`config.mk`:
```
export PLATFORM = sky130hd
export DESIGN_NAME = matrix_ram_arbiter
export DESIGN_NICKNAME = d
export VERILOG_FILES = /design/src/rtl/matrix_pkg.sv /design/src/rtl/matrix_arb_timer.sv /design/src/rtl/matrix_ram_arbiter.sv
export SDC_FILE = /design/constraint.sdc
export NUM_CORES = 1
export LEC_CHECK = 0
export ABC_CLOCK_PERIOD_IN_PS = 3450
export BUFFER_PORTS_ARGS = -buffer_cell sky130_fd_sc_hd__buf_2
export CAP_MARGIN = 20
export CORE_AREA = 2 2 76 132
export DETAILED_ROUTE_END_ITERATION = 10
export DIE_AREA = 0 0 78 134
export PLACE_DENSITY = 0.71
export SLEW_MARGIN = 25
export SYNTH_ARGS = -nofsm -noshare
export SYNTH_HDL_FRONTEND = slang
export SYNTH_HIERARCHICAL = 1
export SYNTH_SLANG_ARGS = --single-unit
```
`constraint.sdc`:
```
create_clock -name clk -period 3.45 [get_ports clk]
set_input_delay 0.345 -clock clk [delete_from_list [all_inputs] [get_ports clk]]
set_output_delay 0.345 -clock clk [all_outputs]
set_load 0.02 [all_outputs]
```
`src/rtl/matrix_pkg.sv`:
```
// Shared types and RAM geometry for the matrix multiplier slice:
// arbiter state encoding, RAM owner encoding and default RAM widths.
package matrix_pkg;

  localparam int MAT_DATA_W = 32;
  localparam int MAT_RAM_D  = 512;
  localparam int MAT_ADDR_W = $clog2(MAT_RAM_D);

  typedef enum logic [1:0] {
    ST_IDLE,
    ST_DRAIN,
    ST_SWITCH,
    ST_RUN
  } arb_state_t;

  typedef enum logic {
    OWN_HOST,
    OWN_CU
  } owner_t;

endpackage

```
`src/rtl/matrix_arb_timer.sv`:
```
// Loadable down-counter with a zero flag. Load wins over count; the
// counter parks at zero so the flag stays asserted until the next load.
module matrix_arb_timer #(
  parameter int W = 8
) (
  input  logic         clk,
  input  logic         rst,
  input  logic         load,
  input  logic [W-1:0] load_val,
  input  logic         en,
  output logic         zero
);

  logic [W-1:0] count_reg;

  // Count register: load, else decrement toward zero while enabled.
  always_ff @(posedge clk or posedge rst) begin
    if (rst) begin
      count_reg <= '0;
    end else if (load) begin
      count_reg <= load_val;
    end else if (en && (count_reg != '0)) begin
      count_reg <= count_reg - W'(1);
    end
  end

  assign zero = (count_reg == '0);

endmodule

```
`src/rtl/matrix_ram_arbiter.sv`:
```
// Arbiter sharing the single-port matrix RAM between the host port and
// the 2x2 block multiplier control unit (CU).
// Optional watchdog on the CU run: define MATRIX_RAM_ARB_WDT_EN.
// Host accesses are registered onto the RAM pins (one cycle to reach the
// RAM, then RD_LAT for read data); the CU drives the pins directly in RUN.
module matrix_ram_arbiter
  import matrix_pkg::*;
#(
  parameter int DATA_W  = MAT_DATA_W,
  parameter int RAM_D   = MAT_RAM_D,
  parameter int ADDR_W  = $clog2(RAM_D),
  parameter int RD_LAT  = 1,
  parameter int WDT_CYC = 4096
) (
  input  logic              clk,
  input  logic              rst,
  input  logic              host_req,
  input  logic              host_we,
  input  logic [ADDR_W-1:0] host_addr,
  input  logic [DATA_W-1:0] host_wdata,
  output logic              host_gnt,
  output logic              host_rvalid,
  output logic [DATA_W-1:0] host_rdata,
  input  logic              mul_start,
  output logic              busy,
  output logic              mul_done,
  output logic              mul_err,
  output logic              cu_start,
  output logic              cu_abort,
  input  logic              cu_done,
  input  logic              cu_err,
  input  logic [ADDR_W-1:0] cu_ram_addr,
  input  logic              cu_ram_we,
  input  logic [DATA_W-1:0] cu_ram_wdata,
  output logic [ADDR_W-1:0] ram_addr,
  output logic              ram_we,
  output logic [DATA_W-1:0] ram_w_data,
  input  logic [DATA_W-1:0] ram_r_data
);

  // Timer must hold both the SWITCH hold count (<= 4) and the watchdog limit.
  localparam int TMR_W    = ($clog2(WDT_CYC + 1) > 3) ? $clog2(WDT_CYC + 1) : 3;
  localparam int HOLD_CYC = RD_LAT + 1;

`ifdef MATRIX_RAM_ARB_WDT_EN
  // Loaded on cu_start so the timer reaches zero in RUN cycle WDT_CYC.
  localparam logic [TMR_W-1:0] WDT_LOAD = TMR_W'(WDT_CYC - 1);
`else
  localparam logic [TMR_W-1:0] WDT_LOAD = '0;
`endif

  arb_state_t        state_reg, state_next;
  owner_t            owner;
  logic [RD_LAT:0]   rv_pipe_reg;
  logic [ADDR_W-1:0] ram_addr_reg;
  logic              ram_we_reg;
  logic [DATA_W-1:0] ram_w_data_reg;
  logic              cu_done_q_reg, cu_err_q_reg;
  logic              done_rise, err_rise;
  logic              tmr_load, tmr_en, tmr_zero;
  logic [TMR_W-1:0]  tmr_val;
  logic              enter_switch, leave_run, wdt_expire;

  assign done_rise  = cu_done & ~cu_done_q_reg;
  assign err_rise   = cu_err & ~cu_err_q_reg;
  assign host_rdata = ram_r_data;
  assign host_rvalid = rv_pipe_reg[RD_LAT];

`ifdef MATRIX_RAM_ARB_WDT_EN
  assign wdt_expire = tmr_zero;
`else
  assign wdt_expire = 1'b0;
`endif

  // Shared hold / watchdog counter.
  matrix_arb_timer #(.W(TMR_W)) u_timer (
    .clk      (clk),
    .rst      (rst),
    .load     (tmr_load),
    .load_val (tmr_val),
    .en       (tmr_en),
    .zero     (tmr_zero)
  );

  // State register.
  always_ff @(posedge clk or posedge rst) begin
    if (rst) state_reg <= ST_IDLE;
    else     state_reg <= state_next;
  end

  // Next state, ownership, grants and run status pulses.
  always_comb begin
    state_next   = state_reg;
    owner        = OWN_HOST;
    host_gnt     = 1'b0;
    busy         = (state_reg != ST_IDLE);
    mul_done     = 1'b0;
    mul_err      = 1'b0;
    cu_start     = 1'b0;
    cu_abort     = 1'b0;
    tmr_load     = 1'b0;
    tmr_val      = '0;
    tmr_en       = 1'b0;
    enter_switch = 1'b0;
    leave_run    = 1'b0;
    case (state_reg)
      ST_IDLE: begin
        // A start request beats a simultaneous host request.
        if (mul_start) begin
          busy       = 1'b1;
          state_next = ST_DRAIN;
        end else begin
          host_gnt = host_req;
        end
      end
      ST_DRAIN: begin
        // Wait until every granted host read has delivered its rvalid.
        if (rv_pipe_reg == '0) begin
          state_next   = ST_SWITCH;
          enter_switch = 1'b1;
          tmr_load     = 1'b1;
          tmr_val      = TMR_W'(HOLD_CYC);
        end
      end
      ST_SWITCH: begin
        // CU address is on the pins; give its first read time to arrive.
        owner = OWN_CU;
        if (tmr_zero) begin
          cu_start   = 1'b1;
          state_next = ST_RUN;
          tmr_load   = 1'b1;
          tmr_val    = WDT_LOAD;
        end else begin
          tmr_en = 1'b1;
        end
      end
      ST_RUN: begin
        owner  = OWN_CU;
        tmr_en = 1'b1;
        if (err_rise) begin
          mul_err   = 1'b1;
          leave_run = 1'b1;
        end else if (done_rise) begin
          mul_done  = 1'b1;
          leave_run = 1'b1;
        end else if (wdt_expire) begin
          cu_abort  = 1'b1;
          mul_err   = 1'b1;
          leave_run = 1'b1;
        end
        if (leave_run) state_next = ST_IDLE;
      end
      default: state_next = ST_IDLE;
    endcase
  end

  // RAM pin mux; write is suppressed on the cycle ownership returns to host.
  always_comb begin
    if (owner == OWN_CU) begin
      ram_addr   = cu_ram_addr;
      ram_w_data = cu_ram_wdata;
      ram_we     = (state_reg == ST_RUN) && !leave_run && cu_ram_we;
    end else begin
      ram_addr   = ram_addr_reg;
      ram_w_data = ram_w_data_reg;
      ram_we     = ram_we_reg;
    end
  end

  // Host access registers and read-valid pipeline.
  always_ff @(posedge clk or posedge rst) begin
    if (rst) begin
      ram_addr_reg   <= '0;
      ram_we_reg     <= 1'b0;
      ram_w_data_reg <= '0;
      rv_pipe_reg    <= '0;
    end else begin
      if (host_gnt) begin
        ram_addr_reg   <= host_addr;
        ram_w_data_reg <= host_wdata;
      end
      ram_we_reg  <= host_gnt & host_we;
      rv_pipe_reg <= {rv_pipe_reg[RD_LAT-1:0], host_gnt & ~host_we};
    end
  end

  // Delayed CU status for edge detection; cleared as the CU takes the RAM.
  always_ff @(posedge clk or posedge rst) begin
    if (rst) begin
      cu_done_q_reg <= 1'b0;
      cu_err_q_reg  <= 1'b0;
    end else if (enter_switch) begin
      cu_done_q_reg <= 1'b0;
      cu_err_q_reg  <= 1'b0;
    end else begin
      cu_done_q_reg <= cu_done;
      cu_err_q_reg  <= cu_err;
    end
  end

endmodule
```
==> impl_metrics.py, run 1 <==
metrics = {
    "status": {
        "outcome": "finished clean",
    },
    "floorplanning": {
        "die_y_um": 134,
        "core_area_um2": 9409,
        "std_cell_rows": 47,
        "die_area_um2": 10450,
        "initial_utilization": 0.3862,
        "ioPinCount": 203,
        "die_w_um": 78,
    },
    "critical_path": {
        "critPathLaunchType": "flip-flop",
        "crit_fanout": 9,
        "crit_path_end_kind": "flip-flop",
        "r2r_setup_slack_ns": 0.53,
        "arrival_ns": 3.12,
        "crit_required_ns": 3.66,
        "crit_type": "reg2reg",
    },
    "pwr": {
        "p_sw_frac": 0.4042,
        "total_power_mw": 4.078,
        "switching_power_mw": 1.648,
        "p_int_mw": 2.430,
        "power_density_nw_per_um2": 912.3,
        "power_frac_comb": 0.473,
        "p_clk_frac": 0.207,
        "ir_worst_vdd_uv": 479.2,
        "pwr-share-seq": 0.320,
        "p_leak_nw": 2.374,
    },
    "cells_and_area": {
        "seq_area_um2": 1528,
        "multi_input_area_um2": 1739,
        "diodes": 0,
        "syn_to_final_growth_pct": 23.04,
        "final_core_util": 0.4751,
        "drive_above_1_share": 0.4241,
        "largest_register_ff_count": 32,
        "fin_nets": 632,
        "n_fill_cell": 941,
    },
    "place": {
        "dp_hpwl_um": 6566,
        "numPortBuffers": 137,
        "gp_congestion": 0.7931,
    },
    "grt": {
        "grt_max_degree": 44,
        "track_usage": 0.1670,
        "grt_antenna_before_repair": 0,
        "grt_pass1_vias": 2947,
        "overflow": 0,
        "grt_pass1_wl_um": 13720,
    },
    "logic_synthesis": {
        "synth_top_area_frac": 0.4201,
        "synth_ff_type": "dfrtp_1",
        "synthMostInstantiatedCell": "nand2_1",
        "ys_warn_count": 6,
        "synth_top_area_cell": "dfrtp_1",
        "ys_async_sr_fraction": 1.000,
        "yosysSeqAreaShare": 0.4201,
        "synth_area_leaders": "dfrtp_1, nand2_1, mux2_2",
        "syn_inst": 389,
        "post_synth_num_cell_types": 53,
        "yosys-top-cells-count": "nand2_1, dfrtp_1, mux2_2",
        "synth_edf_count": 0,
        "syn_area_um2": 3633,
        "syn_area_per_cell_um2": 9.341,
        "ys_ff_latch": 61,
    },
    "timing": {
        "finalSetupViolations": 0,
        "clock_skew_ns": 0.008714,
        "rsz0062_at_grt": "false",
        "maxSlewHeadroom": 0.5440,
        "finalCritPeriodShare": 0.8455,
        "finalHoldViolations": 0,
        "period_needed_ns": 2.917,
        "drv_slew": 0,
        "worst_pin_slew_ns": 0.6830,
        "max_freq_mhz": 342.8,
        "setup_tns_ns": 0,
    },
    "clock_network": {
        "cts_repair_resize_count": 0,
        "cts_root_buf": "clkbuf_16",
        "cts_tree": "yes",
        "cts_made_buffers": 9,
        "worstSkewPairLatency_ns": 0.32,
        "clk_path_buf_depth": 2,
        "ctsHoldBuffers": 0,
        "htree_levels": 3,
        "post-cts-setup-buffer-count": 0,
        "clock-sinks": 61,
        "cts.clk_slew.worst_paths_ns": 0.06,
    },
    "detailed_routing": {
        "drt_iter0_drc": 92,
        "viasPerCell": 4.680,
        "wl_per_cell_um": 13.56,
        "drt_first_pass_iters": 5,
        "wl_um": 8529,
        "antenna_left": 0,
        "drc_errors": 0,
        "num_vias": 2944,
    },
    "worst_hold_path": {
        "worstHoldPathType": "in2async",
    },
    "run": {
        "maxCapViolations": 0,
    },
}
-- cell families (layout without fill, tap and decap cells) --
| group | count (synthesis) | in the layout | share of synthesized area |
|---|---|---|---|
| other cells | 1 | 13 | 0.001032 |
| xor+xnor | 3 | 3 | 0.007233 |
| mux | 45 | 45 | 0.1388 |
| simple gates | 177 | 177 | 0.2280 |
| flops | 61 | 61 | 0.4201 |
| buf+inv | 63 | 169 | 0.1136 |
| compound gates | 32 | 32 | 0.06715 |
| fa+ha+maj | 7 | 7 | 0.02410 |
-- layer usage --
metal  global-route usage  part of all wire
met5                    0                 0
met4              0.07212             0.021
met2               0.3080              0.53
met3              0.03230             0.061
met1               0.1829              0.39
-- worst max-delay path: stages, from the launching register on --
cell	delay (ns)
dfrtp_1	0.39
inv_1	0.13
ha_1	0.18
nor3b_2	0.50
nand4b_4	0.21
inv_1	0.22
nand2b_1	0.15
nand2_1	0.19
or4b_4	0.29
a211oi_2	0.05
and3_2	0.26
o31a_1	0.23
-- power groups by stage --
| stage | sequential [mW] | clock [mW] | combinational, mW |
|---|---|---|---|
| 6_report | 1.31 | 0.845 | 1.93 |
| 5_1_grt | 1.35 | 0.901 | 2.12 |
| 4_1_cts | 1.30 | 0.863 | 1.95 |
| 3_5_place_dp | 1.30 | 0 | 1.95 |
| 3_3_place_gp | 1.29 | 0 | 1.88 |
| 2_1_floorplan | 1.21 | 0 | 1.55 |
-- metrics by stage --
step	hold WS [ns]	instances	setup WS, ns	area [um2]
2_1_floorplan	0.2220	401	0.6566	3679
5_1_grt	0.1306	629	0.3501	4471
6_report	0.07507	629	0.5331	4471
3_5_place_dp	0.3904	614	0.5793	4189
4_1_cts	0.09461	629	0.5551	4471
3_3_place_gp	0.3846	614	0.7129	4189
-- path summary, 6_finish.rpt --
check                                startpoint  cells after the start               endpoint
setup / recovery           u_timer/count_reg[0]                     11  u_timer/count_reg[11]
hold / removal                              rst                      2   u_timer/count_reg[1]
setup reg to reg           u_timer/count_reg[0]                     11  u_timer/count_reg[11]
hold reg to reg                  rv_pipe_reg[0]                      0         rv_pipe_reg[1]
max in group asynchronous                   rst                      3     ram_w_data_reg[23]
min in group clk                        host_we                      2         rv_pipe_reg[0]
-- final cells by class --
| type | instances | share of cell area |
|---|---|---|
| multi-input combinational | 277 | 0.3890 |
| sequential | 61 | 0.3417 |
| timing repair buffer | 141 | 0.1601 |
| clock buffer | 10 | 0.05122 |
| tap | 122 | 0.03414 |
| inverter | 13 | 0.01203 |
| clock inverter | 5 | 0.01175 |
-- cell usage in the layout, fill, tap and decap left out, types with 3 or more instances in the layout --
| cell type | synthesis | routed |
|---|---|---|
| o21ai_0 | 4 | 4 |
| buf_4 | 33 | 4 |
| buf_2 | 8 | 137 |
| nand2_1 | 134 | 134 |
| inv_1 | 12 | 11 |
| dfrtp_1 | 61 | 60 |
| clkinv_2 | 0 | 3 |
| conb_1 | 1 | 13 |
| nor2b_1 | 4 | 4 |
| clkbuf_16 | 0 | 9 |
| nor2_1 | 8 | 8 |
| o31a_1 | 4 | 4 |
| mux2_2 | 42 | 42 |
| nand2b_1 | 5 | 5 |
| ha_1 | 7 | 7 |
| a21oi_1 | 12 | 12 |
Note: power is estimated with default switching activity, not from simulation.
==> run 2, diff against run 1 <==
- ABC_AREA: default -> 1
- ABC_CLOCK_PERIOD_IN_PS: 3450 -> 2500
- PLACE_DENSITY: 0.71 -> 0.74
- clock period: 3.45 -> 2.5 ns (I/O delays scaled with it)
==> run 2 against run 1 <==
Against the previous run: cell count grew 21%; synthesized cell count is 34% higher; utilization grew 1.4 points; highest routed layer unchanged; largest power group unchanged; worst hold slack better by 0.016 ns; non-clock buffer count up 3.
==> impl_metrics.py, run 2 <==
metrics = {
    "status": {
        "outcome": "finished clean",
    },
    "detailed_routing": {
        "drt_first_pass_iters": 4,
        "drc_errors": 0,
        "antenna_left": 0,
        "drt_iter0_drc": 119,
        "num_vias": 3456,
        "wl_um": 8823,
        "wl_per_cell_um": 11.58,
        "viasPerCell": 4.535,
    },
    "timing": {
        "hold_ws_ns": 0.09074,
        "max_freq_mhz": 441.9,
        "maxSlewHeadroom": 0.6257,
        "period_needed_ns": 2.263,
        "rsz0062_at_grt": "false",
        "worst_pin_slew_ns": 0.5608,
        "finalHoldViolations": 0,
        "clock_skew_ns": 0.005969,
        "setup_tns_ns": 0,
        "finalSetupViolations": 0,
        "finalCritPeriodShare": 0.9053,
        "drv_slew": 0,
        "timing.final.ws_setup_ns": 0.2368,
    },
    "cells_and_area": {
        "final_core_util": 0.4888,
        "seq_area_um2": 1528,
        "syn_to_final_growth_pct": 25.89,
        "n_fill_cell": 979,
        "fin_area_um2": 4599,
        "largest_register_ff_count": 32,
        "final_common_cell": "nand2_1",
        "layout_common_cells": "nand2_1, buf_2, dfrtp_1, o21ai_0, inv_1",
        "drive_above_1_share": 0.2766,
        "fin_nets": 764,
        "multi_input_area_um2": 1652,
        "stdcell_count": 762,
        "diodes": 0,
    },
    "clock_network": {
        "cts_tree": "yes",
        "htree_levels": 3,
        "cts.clk_slew.worst_paths_ns": 0.05,
        "cts_root_buf": "clkbuf_16",
        "clock-sinks": 61,
        "clk_path_buf_depth": 2,
        "worstSkewPairLatency_ns": 0.32,
        "cts_made_buffers": 9,
    },
    "grt": {
        "overflow": 0,
        "track_usage": 0.1780,
        "grt_pass1_wl_um": 14920,
        "grt_max_degree": 59,
        "grt_antenna_before_repair": 0,
        "grt_pass1_vias": 3457,
    },
    "logic_synthesis": {
        "ys_async_sr_fraction": 1.000,
        "yosys-top-cells-count": "nand2_1, dfrtp_1, inv_1, o21ai_0, buf_4",
        "syn_area_um2": 3654,
        "synth_area_leaders": "dfrtp_1, nand2_1, buf_4",
        "ys_warn_count": 6,
        "syn_area_per_cell_um2": 7.026,
        "synth_top_area_cell": "dfrtp_1",
        "post_synth_num_cell_types": 25,
        "syn_inst": 520,
        "yosysSeqAreaShare": 0.4178,
        "synthMostInstantiatedCell": "nand2_1",
        "synth_top_area_frac": 0.4178,
        "synth_ff_type": "dfrtp_1",
        "synth_edf_count": 0,
        "ys_ff_latch": 61,
    },
    "critical_path": {
        "critPathLaunchType": "flip-flop",
        "arrival_ns": 2.01,
        "crit_fanout": 27,
        "crit_required_ns": 2.25,
        "crit_type": "reg2out",
        "crit_path_end_kind": "primary output",
    },
    "run": {
        "maxCapViolations": 0,
    },
    "floorplanning": {
        "std_cell_rows": 47,
        "die_w_um": 78,
        "die_area_um2": 10450,
        "initial_utilization": 0.3883,
        "die_y_um": 134,
        "ioPinCount": 203,
        "core_area_um2": 9409,
    },
    "place": {
        "gp_congestion": 0.8545,
        "placed_cells": 745,
        "dpl_cell_area_um2": 4244,
        "dp_hpwl_um": 6678,
        "numPortBuffers": 137,
        "dp_slack_ns": 0.3727,
    },
    "pwr": {
        "p_leak_nw": 2.643,
        "total_power_mw": 6.258,
        "power_density_nw_per_um2": 1361,
        "ir_worst_vdd_uv": 725.8,
    },
    "worst_hold_path": {
        "worstHoldPathType": "in2reg",
    },
}
==> run 2: critical path: stages, from the launching register on <==
cell	delay (ns)
dfrtp_2	0.41
inv_1	0.20
ha_1	0.26
nand3_4	0.28
inv_2	0.32
buf_2	0.22
==> run 2: cell families (layout without fill, tap and decap cells) <==
logic type                 count (synthesis)  in the layout  share of synthesized area
other                                      1             13                   0.001026
AOI/OAI and AO/OA                         44             44                    0.06096
xor gates and xnor gates                   5              5                    0.01199
adders and majority gates                  7              7                    0.02397
DFF                                       61             61                     0.4178
buffers and inverters                     97            205                     0.1425
and+or+nand+nor                          305            305                     0.3418
==> run 2: what timing repair did <==
item / CTS / global route
setup buffers: 0 / 0
setup endpoints to repair: 0 / 3
hold endpoints to repair: 37 / 0
resized for setup: 0 / 1
hold buffers: 1 / 0
==> run 2: layout make-up <==
type                       count  area share
tap                          122     0.03319
sequential                    61      0.3322
clock inverter                 3     0.01415
multi-input combinational    374      0.3591
timing repair buffer         144      0.1638
clock buffer                  13     0.06094
inverter                      45     0.03672
==> run 2: final timing paths <==
path | startpoint | to | slack [ns] | cells past startpoint
max | state_reg[1] | host_gnt | 0.24 | 5
min in group asynchronous | rst | ram_w_data_reg[20] | 0.53 | 3
min | host_we | rv_pipe_reg[0] | 0.09 | 2
max reg2reg | u_timer/count_reg[4] | u_timer/count_reg[8] | 0.42 | 9
max in group asynchronous | rst | ram_w_data_reg[27] | 1.36 | 4
min reg2reg | rv_pipe_reg[0] | rv_pipe_reg[1] | 0.39 | 0
==> run 2: report_power, final <==
group / switching [mW] / total, mW / internal [mW]
Clock: 0.419 / 1.40 / 0.979
Combinational: 2.09 / 3.14 / 1.04
Sequential: 0.276 / 1.72 / 1.45
==> run 2: per-layer routing <==
layer	global-route usage	wire length, um
met1	0.1959	3575
met2	0.3214	4575
met3	0.03634	474
met4	0.08577	198
met5	0	0
==> run 3, diff against run 2 <==
- ABC_CLOCK_PERIOD_IN_PS: 2500 -> 2800
- PLACE_DENSITY: 0.74 -> 0.72
- clock period: 2.5 -> 2.8 ns (I/O delays scaled with it)
==> run 3 against run 2 <==
Against the previous run: routed wire length up 2.6%; die area stayed put; worst setup slack better by 0.24 ns; sequential power down 10%; clock skew decreased by 0.0017 ns; via count up 0.95%; clock power shrank 16%; worst hold slack got worse by 0.056 ns; sequential share of layout area up 0.50 points; global-route usage rose by 0.67 points; largest power group unchanged.
==> impl_metrics.py, run 3 (synthesis results as in run 2) <==
metrics = {
    "clock_network": {
        "post-cts-setup-buffer-count": 0,
        "clk_path_buf_depth": 2,
        "cts_repair_resize_count": 0,
        "ctsHoldBuffers": 0,
        "cts_tree": "yes",
        "cts_made_buffers": 9,
        "htree_levels": 3,
        "worstSkewPairLatency_ns": 0.33,
        "cts.clk_slew.worst_paths_ns": 0.05,
        "clock-sinks": 61,
        "cts_root_buf": "clkbuf_16",
    },
    "critical_path": {
        "crit_path_end_kind": "flip-flop",
        "timing.rr.end": "u_timer/count_reg[10]",
        "reg2regPathDepth": 8,
        "arrival_ns": 2.54,
        "cp_common_cell": "nand2_1",
        "crit_type": "reg2reg",
        "critPathLaunchType": "flip-flop",
        "critPathBufInv": 2,
        "cp_slowest_cell": "buf_4",
        "r2r_setup_slack_ns": 0.47,
        "slowest_delay_ns": 0.44,
        "rr_startpoint": "state_reg[1]",
        "critPathTopFamily": "buffers and inverters",
        "crit_path_cell_trace": "buf_4 > ha_1 > nand2_1 > a21boi_0 > inv_2 > or2_2 > nand3_1 > nand2_1",
        "cp-startpoint": "state_reg[1]",
        "crit_required_ns": 3.01,
        "crit_fanout": 59,
    },
    "cells_and_area": {
        "fin_nets": 761,
        "syn_to_final_growth_pct": 24.04,
        "final_core_util": 0.4816,
        "layout_common_cells": "nand2_1, buf_2, dfrtp_1, o21ai_0, inv_1",
        "diodes": 0,
        "fin_area_um2": 4532,
        "n_fill_cell": 984,
        "largest_register_ff_count": 32,
        "drive_above_1_share": 0.2736,
        "final_common_cell": "nand2_1",
    },
    "place": {
        "dpl_cell_area_um2": 4217,
        "dp_hpwl_um": 6806,
        "numPortBuffers": 137,
        "gp_congestion": 0.8678,
    },
    "floorplanning": {
        "core_area_um2": 9409,
        "die_w_um": 78,
        "initial_utilization": 0.3883,
        "std_cell_rows": 47,
        "ioPinCount": 203,
        "die_area_um2": 10450,
        "die_y_um": 134,
    },
    "grt": {
        "grt_antenna_before_repair": 0,
        "grt_pass1_vias": 3415,
        "track_usage": 0.1847,
        "grt_pass1_wl_um": 15510,
        "overflow": 0,
        "grt_max_degree": 60,
    },
    "timing": {
        "rsz0062_at_grt": "false",
        "maxSlewHeadroom": 0.4525,
        "finalSetupViolations": 0,
        "clock_skew_ns": 0.004287,
        "setup_tns_ns": 0,
        "finalCritPeriodShare": 0.8305,
        "max_freq_mhz": 430.0,
        "period_needed_ns": 2.325,
        "worst_pin_slew_ns": 0.8203,
        "drv_slew": 0,
        "finalHoldViolations": 0,
    },
    "detailed_routing": {
        "viasPerCell": 4.603,
        "drt_first_pass_iters": 5,
        "wl_per_cell_um": 11.94,
        "antenna_left": 0,
        "wl_um": 9051,
        "drc_errors": 0,
        "drt_iter0_drc": 240,
        "num_vias": 3489,
    },
    "run": {
        "maxCapViolations": 0,
    },
    "pwr": {
        "ir_worst_vdd_uv": 627.8,
        "p_leak_nw": 2.611,
        "power_density_nw_per_um2": 1208,
    },
    "status": {
        "outcome": "finished clean",
    },
    "worst_hold_path": {
        "worstHoldPathType": "in2async",
    },
}
-- run 3: cell types whose count changed in the layout (fill, tap and decap cells not counted), sizes merged --
| cell | change |
|---|---|
| clkbuf | -3 |
| inv | -1 |
| dlygate4sd3 | -1 |
| buf | -2 |
| clkinv | +3 |
-- run 3: stage by stage --
stage	worst slack, ns	std cells	power [mW]	hold slack, ns
after floorplan	0.4266	532	3.590	0.1570
after global placement	0.5905	743	4.247	0.3512
after detailed placement	0.4688	743	4.326	0.3736
after CTS	0.4286	758	5.529	0.02537
after global routing	0.2361	758	5.972	0.06716
final	0.4745	758	5.475	0.03480
-- run 3: worst max path at each step --
stage | to | slack, ns | depth (start not counted)
6_report | u_timer/count_reg[10] | 0.47 | 8
5_1_grt | u_timer/count_reg[9] | 0.24 | 8
4_1_cts | host_gnt | 0.43 | 5
3_5_place_dp | u_timer/count_reg[8] | 0.47 | 8
3_3_place_gp | u_timer/count_reg[9] | 0.59 | 8
2_1_floorplan | u_timer/count_reg[10] | 0.43 | 9
-- run 3: layout make-up --
class / count / area, um2 / area share
multi-input combinational: 374 / 1652 / 0.3644
timing repair buffer: 141 / 715.7 / 0.1579
tap: 122 / 152.6 / 0.03368
clock buffer: 10 / 239.0 / 0.05273
inverter: 45 / 170.2 / 0.03755
sequential: 61 / 1528 / 0.3371
clock inverter: 5 / 75.07 / 0.01657
-- run 3: where the power goes --
group          switching (mW)  leakage (nW)  internal, mW
combinational            1.85          1.69         0.921
clock                   0.374         0.158         0.792
sequential              0.248         0.759          1.29
-- run 3: layer usage --
metal  global-route usage  share of wire
met1               0.2127           0.40
met2               0.3247           0.51
met3              0.04374          0.069
met4              0.07700          0.026
met5                    0              0
